===== config.mk =====
export PLATFORM = sky130hd
export DESIGN_NAME = jtcop_bank_arb_flat
export DESIGN_NICKNAME = d
export VERILOG_FILES = /design/src/rtl/jtcop_bank_arb_if.sv /design/src/rtl/jtcop_bank_arb.sv /design/src/flat_wrapper.sv
export SDC_FILE = /design/constraint.sdc
export NUM_CORES = 1
export LEC_CHECK = 0
export ABC_AREA = 1
export CAP_MARGIN = 25
export CORE_MARGIN = 5
export CORE_UTILIZATION = 40
export CTS_CLUSTER_DIAMETER = 60
export DETAILED_ROUTE_END_ITERATION = 6
export PLACE_DENSITY_LB_ADDON = 0.3
export SETUP_SLACK_MARGIN = 0.05
export SYNTH_ARGS = -nofsm -noshare
export SYNTH_HDL_FRONTEND = slang
export SYNTH_SLANG_ARGS = --single-unit

===== constraint.sdc =====
create_clock -name clk -period 4 [get_ports clk]
set_input_delay 0.8 -clock clk [delete_from_list [all_inputs] [get_ports clk]]
set_output_delay 0.8 -clock clk [all_outputs]
set_load 0.005 [all_outputs]

===== src/rtl/jtcop_bank_arb_if.sv =====
// Bus bundle between the bank slot muxes / ROM download port, the bank arbiter and the SDRAM core.
// The master modport is the arbiter's view; slave is the environment around it.
interface jtcop_bank_arb_if #(
  parameter int unsigned AW = 22
);
  logic          downloading;
  logic [3:0]    ba_rd;
  logic          ba_wr;
  logic [AW-1:0] ba0_addr;
  logic [AW-1:0] ba1_addr;
  logic [AW-1:0] ba2_addr;
  logic [AW-1:0] ba3_addr;
  logic [15:0]   ba0_din;
  logic [1:0]    ba0_din_m;
  logic [3:0]    ba_ack;
  logic [3:0]    ba_dst;
  logic [3:0]    ba_rdy;
  logic          prog_we;
  logic          prog_rd;
  logic [AW-1:0] prog_addr;
  logic [1:0]    prog_ba;
  logic [15:0]   prog_data;
  logic [1:0]    prog_mask;
  logic          prog_ack;
  logic          prog_rdy;
  logic          sd_req;
  logic          sd_we;
  logic [1:0]    sd_ba;
  logic [AW-1:0] sd_addr;
  logic [15:0]   sd_din;
  logic [1:0]    sd_mask;
  logic          sd_rfsh;
  logic          sd_gnt;
  logic          sd_dst;
  logic          sd_rdy;

  modport master (
    input  downloading, ba_rd, ba_wr, ba0_addr, ba1_addr, ba2_addr, ba3_addr,
           ba0_din, ba0_din_m, prog_we, prog_rd, prog_addr, prog_ba, prog_data,
           prog_mask, sd_gnt, sd_dst, sd_rdy,
    output ba_ack, ba_dst, ba_rdy, prog_ack, prog_rdy, sd_req, sd_we, sd_ba,
           sd_addr, sd_din, sd_mask, sd_rfsh
  );

  modport slave (
    output downloading, ba_rd, ba_wr, ba0_addr, ba1_addr, ba2_addr, ba3_addr,
           ba0_din, ba0_din_m, prog_we, prog_rd, prog_addr, prog_ba, prog_data,
           prog_mask, sd_gnt, sd_dst, sd_rdy,
    input  ba_ack, ba_dst, ba_rdy, prog_ack, prog_rdy, sd_req, sd_we, sd_ba,
           sd_addr, sd_din, sd_mask, sd_rfsh
  );
endinterface


===== src/rtl/jtcop_bank_arb.sv =====
// SDRAM bank arbiter: round-robin over four bank channels, auto-refresh insertion, download takeover.
// Define JTCOP_BANK0_PRIO_EN to give bank 0 absolute priority over banks 1-3.
module jtcop_bank_arb #(
  parameter int unsigned RFSH_CYCLES = 384,
  parameter int unsigned AW          = 22
) (
  input  logic                  clk,
  input  logic                  rst_n,
  jtcop_bank_arb_if.master      bus
);
  localparam int unsigned CW = $clog2(RFSH_CYCLES);

  typedef enum logic [1:0] {IDLE, CMD, WAIT, RFSH} state_t;

  state_t        state, state_nx;
  logic [CW-1:0] rfsh_cnt;
  logic          rfsh_pend;
  logic          rfsh_gnted;
  logic [1:0]    ptr;
  logic [1:0]    gnt_ba;
  logic          gnt_prog;
  logic          lat_we;
  logic [AW-1:0] lat_addr;
  logic [15:0]   lat_din;
  logic [1:0]    lat_mask;

  logic [3:0]    active;
  logic          pick_vld;
  logic [1:0]    pick;
  logic [1:0]    cand;
  logic [AW-1:0] pick_addr;
  logic          prog_go;
  logic          bank_go;
  logic          done;
  logic          hit_ack, hit_dst, hit_rdy;

  assign active  = {bus.ba_rd[3:1], bus.ba_rd[0] | bus.ba_wr};
  assign prog_go = bus.downloading && (bus.prog_we || bus.prog_rd);
  assign bank_go = !bus.downloading && pick_vld;
  assign done    = (state == WAIT && bus.sd_rdy) ||
                   (state == CMD && bus.sd_gnt && bus.sd_rdy);

  // First active bank scanning cyclically from the pointer.
  always_comb begin
    pick_vld = 1'b0;
    pick     = ptr;
    cand     = ptr;
    for (int unsigned i = 0; i < 4; i++) begin
      cand = 2'(ptr + 2'(i));
      if (!pick_vld && active[cand]) begin
        pick_vld = 1'b1;
        pick     = cand;
      end
    end
`ifdef JTCOP_BANK0_PRIO_EN
    if (active[0]) begin
      pick_vld = 1'b1;
      pick     = 2'd0;
    end
`endif
  end

  always_comb begin
    pick_addr = bus.ba0_addr;
    case (pick)
      2'd0: pick_addr = bus.ba0_addr;
      2'd1: pick_addr = bus.ba1_addr;
      2'd2: pick_addr = bus.ba2_addr;
      2'd3: pick_addr = bus.ba3_addr;
    endcase
  end

  always_ff @(posedge clk) begin
    if (!rst_n) begin
      state      <= IDLE;
      rfsh_cnt   <= CW'(RFSH_CYCLES - 1);
      rfsh_pend  <= 1'b0;
      rfsh_gnted <= 1'b0;
      ptr        <= '0;
      gnt_ba     <= '0;
      gnt_prog   <= 1'b0;
      lat_we     <= 1'b0;
      lat_addr   <= '0;
      lat_din    <= '0;
      lat_mask   <= '0;
    end else begin
      state <= state_nx;

      // Completion clears first so an expiry in the same cycle still queues one refresh.
      if (state == RFSH && bus.sd_rdy)
        rfsh_pend <= 1'b0;
      if (rfsh_cnt == '0) begin
        rfsh_cnt  <= CW'(RFSH_CYCLES - 1);
        rfsh_pend <= 1'b1;
      end else begin
        rfsh_cnt <= rfsh_cnt - 1'b1;
      end

      if (state != RFSH)
        rfsh_gnted <= 1'b0;
      else if (bus.sd_gnt)
        rfsh_gnted <= 1'b1;

      if (state == IDLE && !rfsh_pend) begin
        if (prog_go) begin
          gnt_prog <= 1'b1;
          gnt_ba   <= bus.prog_ba;
          lat_we   <= bus.prog_we;
          lat_addr <= bus.prog_addr;
          lat_din  <= bus.prog_data;
          lat_mask <= bus.prog_mask;
        end else if (bank_go) begin
          gnt_prog <= 1'b0;
          gnt_ba   <= pick;
          lat_we   <= (pick == 2'd0) && bus.ba_wr;
          lat_addr <= pick_addr;
          lat_din  <= bus.ba0_din;
          lat_mask <= bus.ba0_din_m;
        end
      end

      if (done && !gnt_prog)
        ptr <= gnt_ba + 2'd1;
    end
  end

  always_comb begin
    state_nx = state;
    case (state)
      IDLE: begin
        if (rfsh_pend)
          state_nx = RFSH;
        else if (prog_go || bank_go)
          state_nx = CMD;
      end
      CMD:  if (bus.sd_gnt) state_nx = bus.sd_rdy ? IDLE : WAIT;
      WAIT: if (bus.sd_rdy) state_nx = IDLE;
      RFSH: if (bus.sd_rdy) state_nx = IDLE;
      default: state_nx = IDLE;
    endcase
  end

  always_comb begin
    hit_ack = (state == CMD) && bus.sd_gnt;
    hit_dst = (state == WAIT) && bus.sd_dst;
    hit_rdy = done;

    bus.sd_req   = (state == CMD);
    bus.sd_rfsh  = (state == RFSH) && !rfsh_gnted;
    bus.sd_we    = lat_we;
    bus.sd_ba    = gnt_ba;
    bus.sd_addr  = lat_addr;
    bus.sd_din   = lat_din;
    bus.sd_mask  = lat_mask;

    bus.ba_ack   = (hit_ack && !gnt_prog) ? (4'b0001 << gnt_ba) : 4'b0000;
    bus.ba_dst   = (hit_dst && !gnt_prog) ? (4'b0001 << gnt_ba) : 4'b0000;
    bus.ba_rdy   = (hit_rdy && !gnt_prog) ? (4'b0001 << gnt_ba) : 4'b0000;
    bus.prog_ack = hit_ack && gnt_prog;
    bus.prog_rdy = hit_rdy && gnt_prog;
  end
endmodule

===== src/flat_wrapper.sv =====
// flat-port wrapper written by rule: the top's interface ports become plain ports
module jtcop_bank_arb_flat 
#(
  parameter int unsigned RFSH_CYCLES = 384,
  parameter int unsigned AW          = 22
)
  (clk, rst_n, bus_downloading, bus_ba_rd, bus_ba_wr, bus_ba0_addr, bus_ba1_addr, bus_ba2_addr, bus_ba3_addr, bus_ba0_din, bus_ba0_din_m, bus_prog_we, bus_prog_rd, bus_prog_addr, bus_prog_ba, bus_prog_data, bus_prog_mask, bus_sd_gnt, bus_sd_dst, bus_sd_rdy, bus_ba_ack, bus_ba_dst, bus_ba_rdy, bus_prog_ack, bus_prog_rdy, bus_sd_req, bus_sd_we, bus_sd_ba, bus_sd_addr, bus_sd_din, bus_sd_mask, bus_sd_rfsh);
  jtcop_bank_arb_if #(.AW(AW)) bus_i ();
  input  logic clk;
  input  logic rst_n;
  input wire logic [$bits(bus_i.downloading)-1:0] bus_downloading;
  input wire logic [$bits(bus_i.ba_rd)-1:0] bus_ba_rd;
  input wire logic [$bits(bus_i.ba_wr)-1:0] bus_ba_wr;
  input wire logic [$bits(bus_i.ba0_addr)-1:0] bus_ba0_addr;
  input wire logic [$bits(bus_i.ba1_addr)-1:0] bus_ba1_addr;
  input wire logic [$bits(bus_i.ba2_addr)-1:0] bus_ba2_addr;
  input wire logic [$bits(bus_i.ba3_addr)-1:0] bus_ba3_addr;
  input wire logic [$bits(bus_i.ba0_din)-1:0] bus_ba0_din;
  input wire logic [$bits(bus_i.ba0_din_m)-1:0] bus_ba0_din_m;
  input wire logic [$bits(bus_i.prog_we)-1:0] bus_prog_we;
  input wire logic [$bits(bus_i.prog_rd)-1:0] bus_prog_rd;
  input wire logic [$bits(bus_i.prog_addr)-1:0] bus_prog_addr;
  input wire logic [$bits(bus_i.prog_ba)-1:0] bus_prog_ba;
  input wire logic [$bits(bus_i.prog_data)-1:0] bus_prog_data;
  input wire logic [$bits(bus_i.prog_mask)-1:0] bus_prog_mask;
  input wire logic [$bits(bus_i.sd_gnt)-1:0] bus_sd_gnt;
  input wire logic [$bits(bus_i.sd_dst)-1:0] bus_sd_dst;
  input wire logic [$bits(bus_i.sd_rdy)-1:0] bus_sd_rdy;
  output wire logic [$bits(bus_i.ba_ack)-1:0] bus_ba_ack;
  output wire logic [$bits(bus_i.ba_dst)-1:0] bus_ba_dst;
  output wire logic [$bits(bus_i.ba_rdy)-1:0] bus_ba_rdy;
  output wire logic [$bits(bus_i.prog_ack)-1:0] bus_prog_ack;
  output wire logic [$bits(bus_i.prog_rdy)-1:0] bus_prog_rdy;
  output wire logic [$bits(bus_i.sd_req)-1:0] bus_sd_req;
  output wire logic [$bits(bus_i.sd_we)-1:0] bus_sd_we;
  output wire logic [$bits(bus_i.sd_ba)-1:0] bus_sd_ba;
  output wire logic [$bits(bus_i.sd_addr)-1:0] bus_sd_addr;
  output wire logic [$bits(bus_i.sd_din)-1:0] bus_sd_din;
  output wire logic [$bits(bus_i.sd_mask)-1:0] bus_sd_mask;
  output wire logic [$bits(bus_i.sd_rfsh)-1:0] bus_sd_rfsh;
  assign bus_i.downloading = bus_downloading;
  assign bus_i.ba_rd = bus_ba_rd;
  assign bus_i.ba_wr = bus_ba_wr;
  assign bus_i.ba0_addr = bus_ba0_addr;
  assign bus_i.ba1_addr = bus_ba1_addr;
  assign bus_i.ba2_addr = bus_ba2_addr;
  assign bus_i.ba3_addr = bus_ba3_addr;
  assign bus_i.ba0_din = bus_ba0_din;
  assign bus_i.ba0_din_m = bus_ba0_din_m;
  assign bus_i.prog_we = bus_prog_we;
  assign bus_i.prog_rd = bus_prog_rd;
  assign bus_i.prog_addr = bus_prog_addr;
  assign bus_i.prog_ba = bus_prog_ba;
  assign bus_i.prog_data = bus_prog_data;
  assign bus_i.prog_mask = bus_prog_mask;
  assign bus_i.sd_gnt = bus_sd_gnt;
  assign bus_i.sd_dst = bus_sd_dst;
  assign bus_i.sd_rdy = bus_sd_rdy;
  assign bus_ba_ack = bus_i.ba_ack;
  assign bus_ba_dst = bus_i.ba_dst;
  assign bus_ba_rdy = bus_i.ba_rdy;
  assign bus_prog_ack = bus_i.prog_ack;
  assign bus_prog_rdy = bus_i.prog_rdy;
  assign bus_sd_req = bus_i.sd_req;
  assign bus_sd_we = bus_i.sd_we;
  assign bus_sd_ba = bus_i.sd_ba;
  assign bus_sd_addr = bus_i.sd_addr;
  assign bus_sd_din = bus_i.sd_din;
  assign bus_sd_mask = bus_i.sd_mask;
  assign bus_sd_rfsh = bus_i.sd_rfsh;
  jtcop_bank_arb #(.RFSH_CYCLES(RFSH_CYCLES), .AW(AW)) u_core (.clk(clk), .rst_n(rst_n), .bus(bus_i));
endmodule

==> results of run 1 <==
## cell type report
type	count	share of cell area
multi-input combinational	471	0.369
timing repair buffer	225	0.359
sequential	59	0.189
tap	129	0.0259
inverter	40	0.0249
clock buffer	11	0.0243
clock inverter	4	0.00803
## worst max path at each step
stage,startpoint,end,slack [ns],cells after the start
global placement,bus_sd_gnt,bus_ba_rdy[0],0.70,8
CTS,bus_sd_gnt,bus_ba_rdy[2],0.65,8
floorplan,bus_ba_wr,u_core.bus.sd_addr[20],1.77,14
detailed placement,bus_ba_wr,u_core.bus.sd_addr[15],0.52,17
finish,bus_sd_gnt,bus_ba_rdy[0],0.66,8
global route,bus_sd_gnt,bus_ba_rdy[2],0.46,8
## synth_stat cells, drive strengths merged, types with 10 or more instances
cell type | count | area share
nand2 | 181 | 0.19
dfxtp | 59 | 0.31
nand3 | 58 | 0.078
o21ai | 57 | 0.076
nor2 | 52 | 0.053
a21oi | 41 | 0.054
inv | 39 | 0.040
nand4 | 29 | 0.049
buf | 25 | 0.041
a31oi | 18 | 0.029
clkbuf | 13 | 0.013
o21bai | 10 | 0.020
## stage by stage
step           hold slack (ns)  utilization
2_1_floorplan            0.366            -
3_3_place_gp             0.374        0.650
3_5_place_dp             0.391        0.650
4_1_cts                  0.407        0.671
5_1_grt                  0.420        0.671
6_report                 0.400        0.671
## sequential cells by signal, indices dropped and copies added, names as in the netlist
signal / cells
u_core.bus.sd_addr: 22
u_core.rfsh_cnt: 9
u_core.bus.sd_mask: 2
u_core.gnt_prog: 1
u_core.ptr: 2
u_core.rfsh_pend: 1
u_core.bus.sd_din: 16
u_core.rfsh_gnted: 1
u_core.state: 2
u_core.bus.sd_ba: 2
u_core.bus.sd_we: 1
## kinds of logic after synthesis
logic type,after synthesis,synth area share
compound gates,128,0.183
xor+xnor,5,0.0114
simple gates,333,0.387
flops,59,0.308
fa+ha+maj,5,0.0163
buf+inv,78,0.0944
## per-layer routing
layer | track usage | vias up | share of wire
met4 | 0.0757 | 0 | 0.019
met2 | 0.441 | 229 | 0.51
met1 | 0.276 | 2249 | 0.38
met3 | 0.0732 | 27 | 0.092
li1 | - | 2428 | -
met5 | 0 | - | 0
## critical path: stages
cell,delay [ns]
clkdlybuf4s50_1,0.48
inv_1,0.06
nor2_1,0.14
o21ai_0,0.12
nor2_1,0.18
inv_1,0.14
nor2_1,0.10
clkdlybuf4s50_1,0.51
## power breakdown
part | switching (W) | total, W | internal (W)
Combinational | 0.000751 | 0.00137 | 0.000620
Sequential | 0.0000824 | 0.000789 | 0.000707
Clock | 0.000236 | 0.000553 | 0.000317
==> metrics.yaml, run 1 <==
final_common_cell: "clkdlybuf4s50_1"
insertion_delay_ns: 0.33
cts_buffers: 9
reg2reg_from: "u_core.ptr[0]"
gr-usage-all-layers: 0.245
worst_setup_path_end_kind: "output port"
avgSynthCellArea_um2: 6.30
setup_tns_ns: 0
start_kind: "input port"
r2r_setup_slack_ns: 1.04
hold_viol_final: 0
async_reset_ff_frac: 0
postCtsHoldBufs: 0
status: "finished, final reports clean"
period_share: 0.834
p_per_area_nw_per_um2: 435
rsz0062_at_grt: "no"
postCtsSetupRepairBufs: 0
rows: 35
yosys_warnings: 0
coreArea_um2: 9280
fin_nets: 972
finalMaxSlewViolations: 0
r2r-end: "u_core.bus.sd_addr[15]"
dpl-instance-area_um2: 6030
hold-path-cell-count: 1
synth_cell_types: 34
synth-edff-count: 0
cts_resized: 0
fillers: 816
fin_area_um2: 6230
cp.required_ns: 3.20
ant_nets: 0
syn_inst: 608
synth_nets: 774
placed_cells: 924
drt_pre_antenna_iters: 5
finalWorstSetupSlack_ns: 0.664
grt_max_degree: 55
path_class: "input port to output port"
antenna_cells: 0
grt-ovfl-total: 0
min_to: "u_core.rfsh_cnt[0]"
worst-path-max-fanout: 6
gp_congestion: 0.950
die_h_um: 108
drt_iter0_markers: 210
dp_hpwl_mm: 11.2
drc: 0
total_power_w: 0.00271
die_w_um: 108
multiInputGateArea_um2: 2300
grt_pass1_wl_mm: 23.1
ys_ff_latch: 59
dieArea_um2: 11600
grt_pass1_vias: 4918
ir_drop_mv: 0.224
clock-sinks: 59
skew_ns: 0.0162
routedWlPerCell_um: 15.5
layoutNonFillerInstCount: 939
final-seq-area_um2: 1180
tightest_slew_ns: 0.816
io_buffers: 219
fin_crit_ns: 3.34
ys_seq_area_frac: 0.308
drive_above_1_share: 0.0605
maxCapViolCount: 0
dpl_worst_slack_ns: 0.521
vias: 4933
critPathArrivalTime_ns: 2.54
setup_viol: 0
slew_headroom: 0.455
clockRootBuffer: "clkbuf_8"
hold_start: "u_core.rfsh_cnt[0]"
cts_buffer_depth: 2
ioPinCount: 220
synth_top_flop_cell: "dfxtp_1"
hold_class: "flop to flop"
htreeDepth: 3
area.growth.synth_to_final_pct: 62.8
totalWireLength_mm: 14.5
path_clk_slew_ns: 0.06
syn_area_um2: 3830
final_cell_mix: "clkdlybuf4s50_1, nand2_1, dfxtp_1"
ff2ff_path_depth: 17
leakagePower_nw: 2.61
vias_per_cell: 5.25
antenna_found_initial: 0
max_freq_mhz: 300
start_util: 0.412
tritoncts: "yes"
Power figures use the tool's default switching activity.
==> run 2: changes to the inputs <==
--- a/config.mk
+++ b/config.mk
@@ -8,7 +8,7 @@
 export ABC_AREA = 1
 export CAP_MARGIN = 25
 export CORE_MARGIN = 5
-export CORE_UTILIZATION = 40
+export CORE_UTILIZATION = 35
 export CTS_CLUSTER_DIAMETER = 60
 export DETAILED_ROUTE_END_ITERATION = 6
 export PLACE_DENSITY_LB_ADDON = 0.3
==> constraint.sdc (replaced) <==
create_clock -name clk -period 2.9 [get_ports clk]
set_input_delay 0.58 -clock clk [delete_from_list [all_inputs] [get_ports clk]]
set_output_delay 0.58 -clock clk [all_outputs]
set_load 0.005 [all_outputs]
==> run 2 against run 1 <==
Against the previous run: via count decreased by 0.18%; sequential share of layout area decreased by 0.41 points; final cell count increased by 2.6%; clock skew decreased by 0.0079 ns; worst setup slack got worse by 0.33 ns; non-clock buffer count increased by 12; clock-buffer cell count decreased by 2; total power increased by 41%; register-to-register slack got worse by 0.70 ns; largest cell class is now buffers.
==> metrics.yaml, run 2 (synthesized netlist as in run 1, its figures left out) <==
ant_nets: 0
ioPinCount: 220
setup_tns_ns: 0
die_h_um: 115
multiInputGateArea_um2: 2300
critPathArrivalTime_ns: 1.99
final_common_cell: "clkdlybuf4s50_1"
start_kind: "input port"
crit_top_cell: "clkdlybuf4s50_1"
path_class: "input port to output port"
ff2ff_path_depth: 14
grt_pass1_vias: 4895
skew_ns: 0.00832
antenna_found_initial: 0
cp.required_ns: 2.32
final_cell_mix: "clkdlybuf4s50_1, nand2_1, dfxtp_1"
fin_nets: 984
crit_path_end: "bus_ba_ack[0]"
max_freq_mhz: 389
fin_crit_ns: 2.57
clockRootBuffer: "clkbuf_8"
tritoncts: "yes"
ir_drop_mv: 0.297
gp_congestion: 0.958
vias: 4924
drc: 0
reg2reg_from: "u_core.ptr[0]"
cpPeakStageDelay_ns: 0.52
rsz0062_at_grt: "no"
total_power_w: 0.00382
dp_hpwl_mm: 11.2
totalWireLength_mm: 14.5
gr-usage-all-layers: 0.215
tightest_slew_ns: 0.453
grt-ovfl-total: 0
path_clk_slew_ns: 0.07
crit_start: "bus_sd_gnt"
worst_setup_path_end_kind: "output port"
fillers: 985
final-seq-area_um2: 1180
coreArea_um2: 10800
drive_above_1_share: 0.0778
leakagePower_nw: 2.73
maxCapViolCount: 0
htreeDepth: 3
area.growth.synth_to_final_pct: 66.4
cts_buffers: 9
cp_cell_sequence: "clkdlybuf4s50_1 -> inv_1 -> nor2_2 -> nand2_1 -> nor2_1 -> clkdlybuf4s50_1"
cp.depth: 6
status: "finished, final reports clean"
insertion_delay_ns: 0.34
grt_max_degree: 44
finalMaxSlewViolations: 0
layoutNonFillerInstCount: 963
largest_register_ffs: 22
critPathTopFamily: "buffers and inverters"
hold_viol_final: 0
drt_iter0_markers: 246
rows: 38
postCtsHoldBufs: 0
io_buffers: 219
antenna_cells: 0
grt_pass1_wl_mm: 23.1
hold_class: "flop to flop"
dieArea_um2: 13100
clock-sinks: 59
die_w_um: 115
period_share: 0.886
start_util: 0.355
cts_buffer_depth: 2
drt_pre_antenna_iters: 5
r2r_setup_slack_ns: 0.34
setup_viol: 0
r2r-end: "u_core.bus.sd_addr[2]"
p_per_area_nw_per_um2: 600
routedWlPerCell_um: 15.1
crit_slowest_cell: "clkdlybuf4s50_1"
placed_cells: 945
vias_per_cell: 5.11
slew_headroom: 0.696
path_buf_inv: 3
worst-path-max-fanout: 4
-- run 2: cell count changes in the layout (fill, tap and decap cells not counted) --
cell | previous run | this run
dlymetal6s2s_1 | 0 | 3
dlygate4sd2_1 | 0 | 1
nor2_1 | 51 | 50
inv_2 | 3 | 4
clkbuf_8 | 11 | 9
inv_1 | 34 | 33
inv_6 | 0 | 2
clkinv_4 | 0 | 1
buf_12 | 0 | 2
buf_4 | 6 | 16
clkdlybuf4s50_1 | 219 | 215
nor2_2 | 0 | 1
-- run 2: worst min path at each step --
stage                             from                 end  slack (ns)  cells past startpoint
floorplan           u_core.rfsh_cnt[0]  u_core.rfsh_cnt[0]        0.37                      1
global placement    u_core.rfsh_cnt[0]  u_core.rfsh_cnt[0]        0.37                      1
detailed placement  u_core.rfsh_cnt[0]  u_core.rfsh_cnt[0]        0.39                      1
CTS                 u_core.rfsh_cnt[0]  u_core.rfsh_cnt[0]        0.41                      1
global route        u_core.rfsh_cnt[0]  u_core.rfsh_cnt[0]        0.42                      1
finish              u_core.rfsh_cnt[0]  u_core.rfsh_cnt[0]        0.40                      1
-- run 2: through the flow --
stage / hold slack, ns / setup WS [ns] / utilization / instance area (um^2)
finish: 0.400 / 0.330 / 0.590 / 6370
global route: 0.422 / 0.0784 / 0.590 / 6370
CTS: 0.405 / 0.0585 / 0.589 / 6350
detailed placement: 0.388 / 0.0389 / 0.569 / 6150
global placement: 0.374 / 0.115 / 0.569 / 6150
floorplan: 0.366 / 0.888 / - / 3830
-- run 2: layout make-up --
| cell class | count | share of cell area |
|---|---|---|
| inverter | 40 | 0.0244 |
| tap | 140 | 0.0275 |
| multi-input combinational | 471 | 0.361 |
| clock inverter | 7 | 0.0120 |
| clock buffer | 9 | 0.0194 |
| timing repair buffer | 237 | 0.370 |
| sequential | 59 | 0.185 |
-- run 2: metal layers --
metal / wire length [um] / vias up / share of wire / GRT usage
met2: 7140 / 199 / 0.49 / 0.372
met4: 388 / 0 / 0.027 / 0.0792
li1: - / 2460 / - / -
met5: 0 / - / 0 / 0
met3: 1230 / 29 / 0.085 / 0.0597
met1: 5750 / 2236 / 0.40 / 0.252
-- run 2: what timing repair did --
item	4_1_cts	5_1_grt
setup endpoints to repair	1	3
gates resized for setup	2	4
setup buffers	1	1
pin swaps	1	1
-- run 2: where the power goes --
| part | internal [W] | switching (W) | total [W] |
|---|---|---|---|
| Clock | 0.000402 | 0.000370 | 0.000772 |
| Sequential | 0.000974 | 0.000109 | 0.00108 |
| Combinational | 0.000925 | 0.00104 | 0.00197 |
==> run 3: changes to the inputs <==
--- a/config.mk
+++ b/config.mk
@@ -8,7 +8,7 @@
 export ABC_AREA = 1
 export CAP_MARGIN = 25
 export CORE_MARGIN = 5
-export CORE_UTILIZATION = 35
+export CORE_UTILIZATION = 40
 export CTS_CLUSTER_DIAMETER = 60
 export DETAILED_ROUTE_END_ITERATION = 6
 export PLACE_DENSITY_LB_ADDON = 0.3
==> constraint.sdc (replaced) <==
create_clock -name clk -period 3.3 [get_ports clk]
set_input_delay 0.66 -clock clk [delete_from_list [all_inputs] [get_ports clk]]
set_output_delay 0.66 -clock clk [all_outputs]
set_load 0.005 [all_outputs]
==> run 3 against run 2 <==
Against the previous run: critical endpoint is now bus_ba_rdy[1]; clock skew rose by 0.0020 ns; die area decreased by 11%; utilization increased by 8.6 points; sequential power decreased by 12%; global-route usage rose by 2.0 points; critical path depth up 2; register-to-register slack better by 0.23 ns; wire length down 3.5%; worst setup slack lost 0.043 ns; largest cell class is now multi-input combinational cells; clock power shrank 12%.
==> metrics.yaml, run 3 (synthesized netlist as in run 1, its figures left out) <==
postCtsSetupRepairBufs: 0
hold_viol_final: 0
die_h_um: 108
finalMaxSlewViolations: 0
coreArea_um2: 9280
worst-path-max-fanout: 6
postCtsHoldBufs: 0
totalWireLength_mm: 14.0
drt_pre_antenna_iters: 5
status: "finished, final reports clean"
leakagePower_nw: 2.64
r2r_setup_slack_ns: 0.57
drive_above_1_share: 0.0685
setup_viol: 0
rsz0062_at_grt: "no"
final_common_cell: "clkdlybuf4s50_1"
clock-sinks: 59
htreeDepth: 3
dieArea_um2: 11600
grt.busiest_layer: "met2"
antenna_found_initial: 0
ir_drop_mv: 0.232
final_cell_mix: "clkdlybuf4s50_1, nand2_1, dfxtp_1"
cp.required_ns: 2.64
max_freq_mhz: 332
grtUsageMet1: 0.272
path_class: "input port to output port"
drc: 0
dp_hpwl_mm: 10.7
maxCapViolCount: 0
worst_setup_path_end_kind: "output port"
path_clk_slew_ns: 0.07
p_per_area_nw_per_um2: 525
period_share: 0.913
largest_register_ffs: 22
vias: 4848
clockRootBuffer: "clkbuf_8"
cts_buffers: 9
cts_resized: 0
antenna_cells: 0
insertion_delay_ns: 0.34
met2_usage: 0.411
cts_buffer_depth: 2
grt_pass1_wl_mm: 22.2
ant_nets: 0
fin_nets: 978
start_kind: "input port"
ioPinCount: 220
area.growth.synth_to_final_pct: 64.0
fin_crit_ns: 3.01
grt_max_degree: 55
routedWlPerCell_um: 14.8
gr-usage-all-layers: 0.235
skew_ns: 0.0103
io_buffers: 219
setup_tns_ns: 0
ff2ff_path_depth: 15
tightest_slew_ns: 0.537
slew_headroom: 0.641
gp_congestion: 0.866
grt-ovfl-total: 0
grt_util_met3: 0.0714
drt_iter0_markers: 206
hold-path-cell-count: 1
start_util: 0.412
vias_per_cell: 5.12
hold_class: "flop to flop"
tritoncts: "yes"
whs_ns: 0.392
die_w_um: 108
critPathArrivalTime_ns: 2.35
rows: 35
grt_pass1_vias: 4637
-- run 3: cell types whose count changed in the layout (fill, tap and decap cells not counted), sizes merged, moves of 2 or more --
cell,delta
clkdlybuf4s50,+4
dlymetal6s2s,-3
clkinv,+2
inv,-2
buf,-6
-- run 3: power breakdown --
part           internal (W)  switching, W
logic              0.000767      0.000901
registers          0.000856     0.0000948
clock network      0.000369      0.000307
-- run 3: per-stage QoR --
stage / instance area [um^2] / util / power (W) / cells / setup slack [ns]
5_1_grt: 6280 / 0.676 / 0.00355 / 946 / 0.0649
2_1_floorplan: 3830 / - / 0.00195 / 608 / 1.21
6_report: 6280 / 0.676 / 0.00329 / 946 / 0.287
3_5_place_dp: 6080 / 0.655 / 0.00262 / 930 / 0.243
3_3_place_gp: 6080 / 0.655 / 0.00258 / 930 / 0.309
4_1_cts: 6280 / 0.676 / 0.00331 / 946 / 0.278
-- run 3: final cells by class --
cell class,count,area (um^2)
clock buffers,10,138
well taps,129,161
multi-input cells,471,2300
fillers,809,3000
flip-flops and latches,59,1180
clock inverters,6,65.1
repair buffers,231,2280
inverters,40,155
-- run 3: critical path, stage by stage --
cell,delay [ns]
clkdlybuf4s50_1,0.47
inv_1,0.06
nor2_1,0.14
o21ai_0,0.11
nor2_1,0.17
inv_1,0.12
nor2_1,0.10
clkdlybuf4s50_1,0.51
-- run 3: final timing paths --
path / end / from
setup / recovery: bus_ba_rdy[1] / bus_sd_gnt
hold / removal: u_core.rfsh_cnt[0] / u_core.rfsh_cnt[0]
setup reg to reg: u_core.bus.sd_addr[11] / u_core.ptr[0]
hold reg to reg: u_core.rfsh_cnt[0] / u_core.rfsh_cnt[0]
-- run 3: layer usage --
layer,vias to the layer above,wire length [um]
met5,-,0
met2,220,6990
met3,26,1230
li1,2438,-
met4,0,267
met1,2164,5530
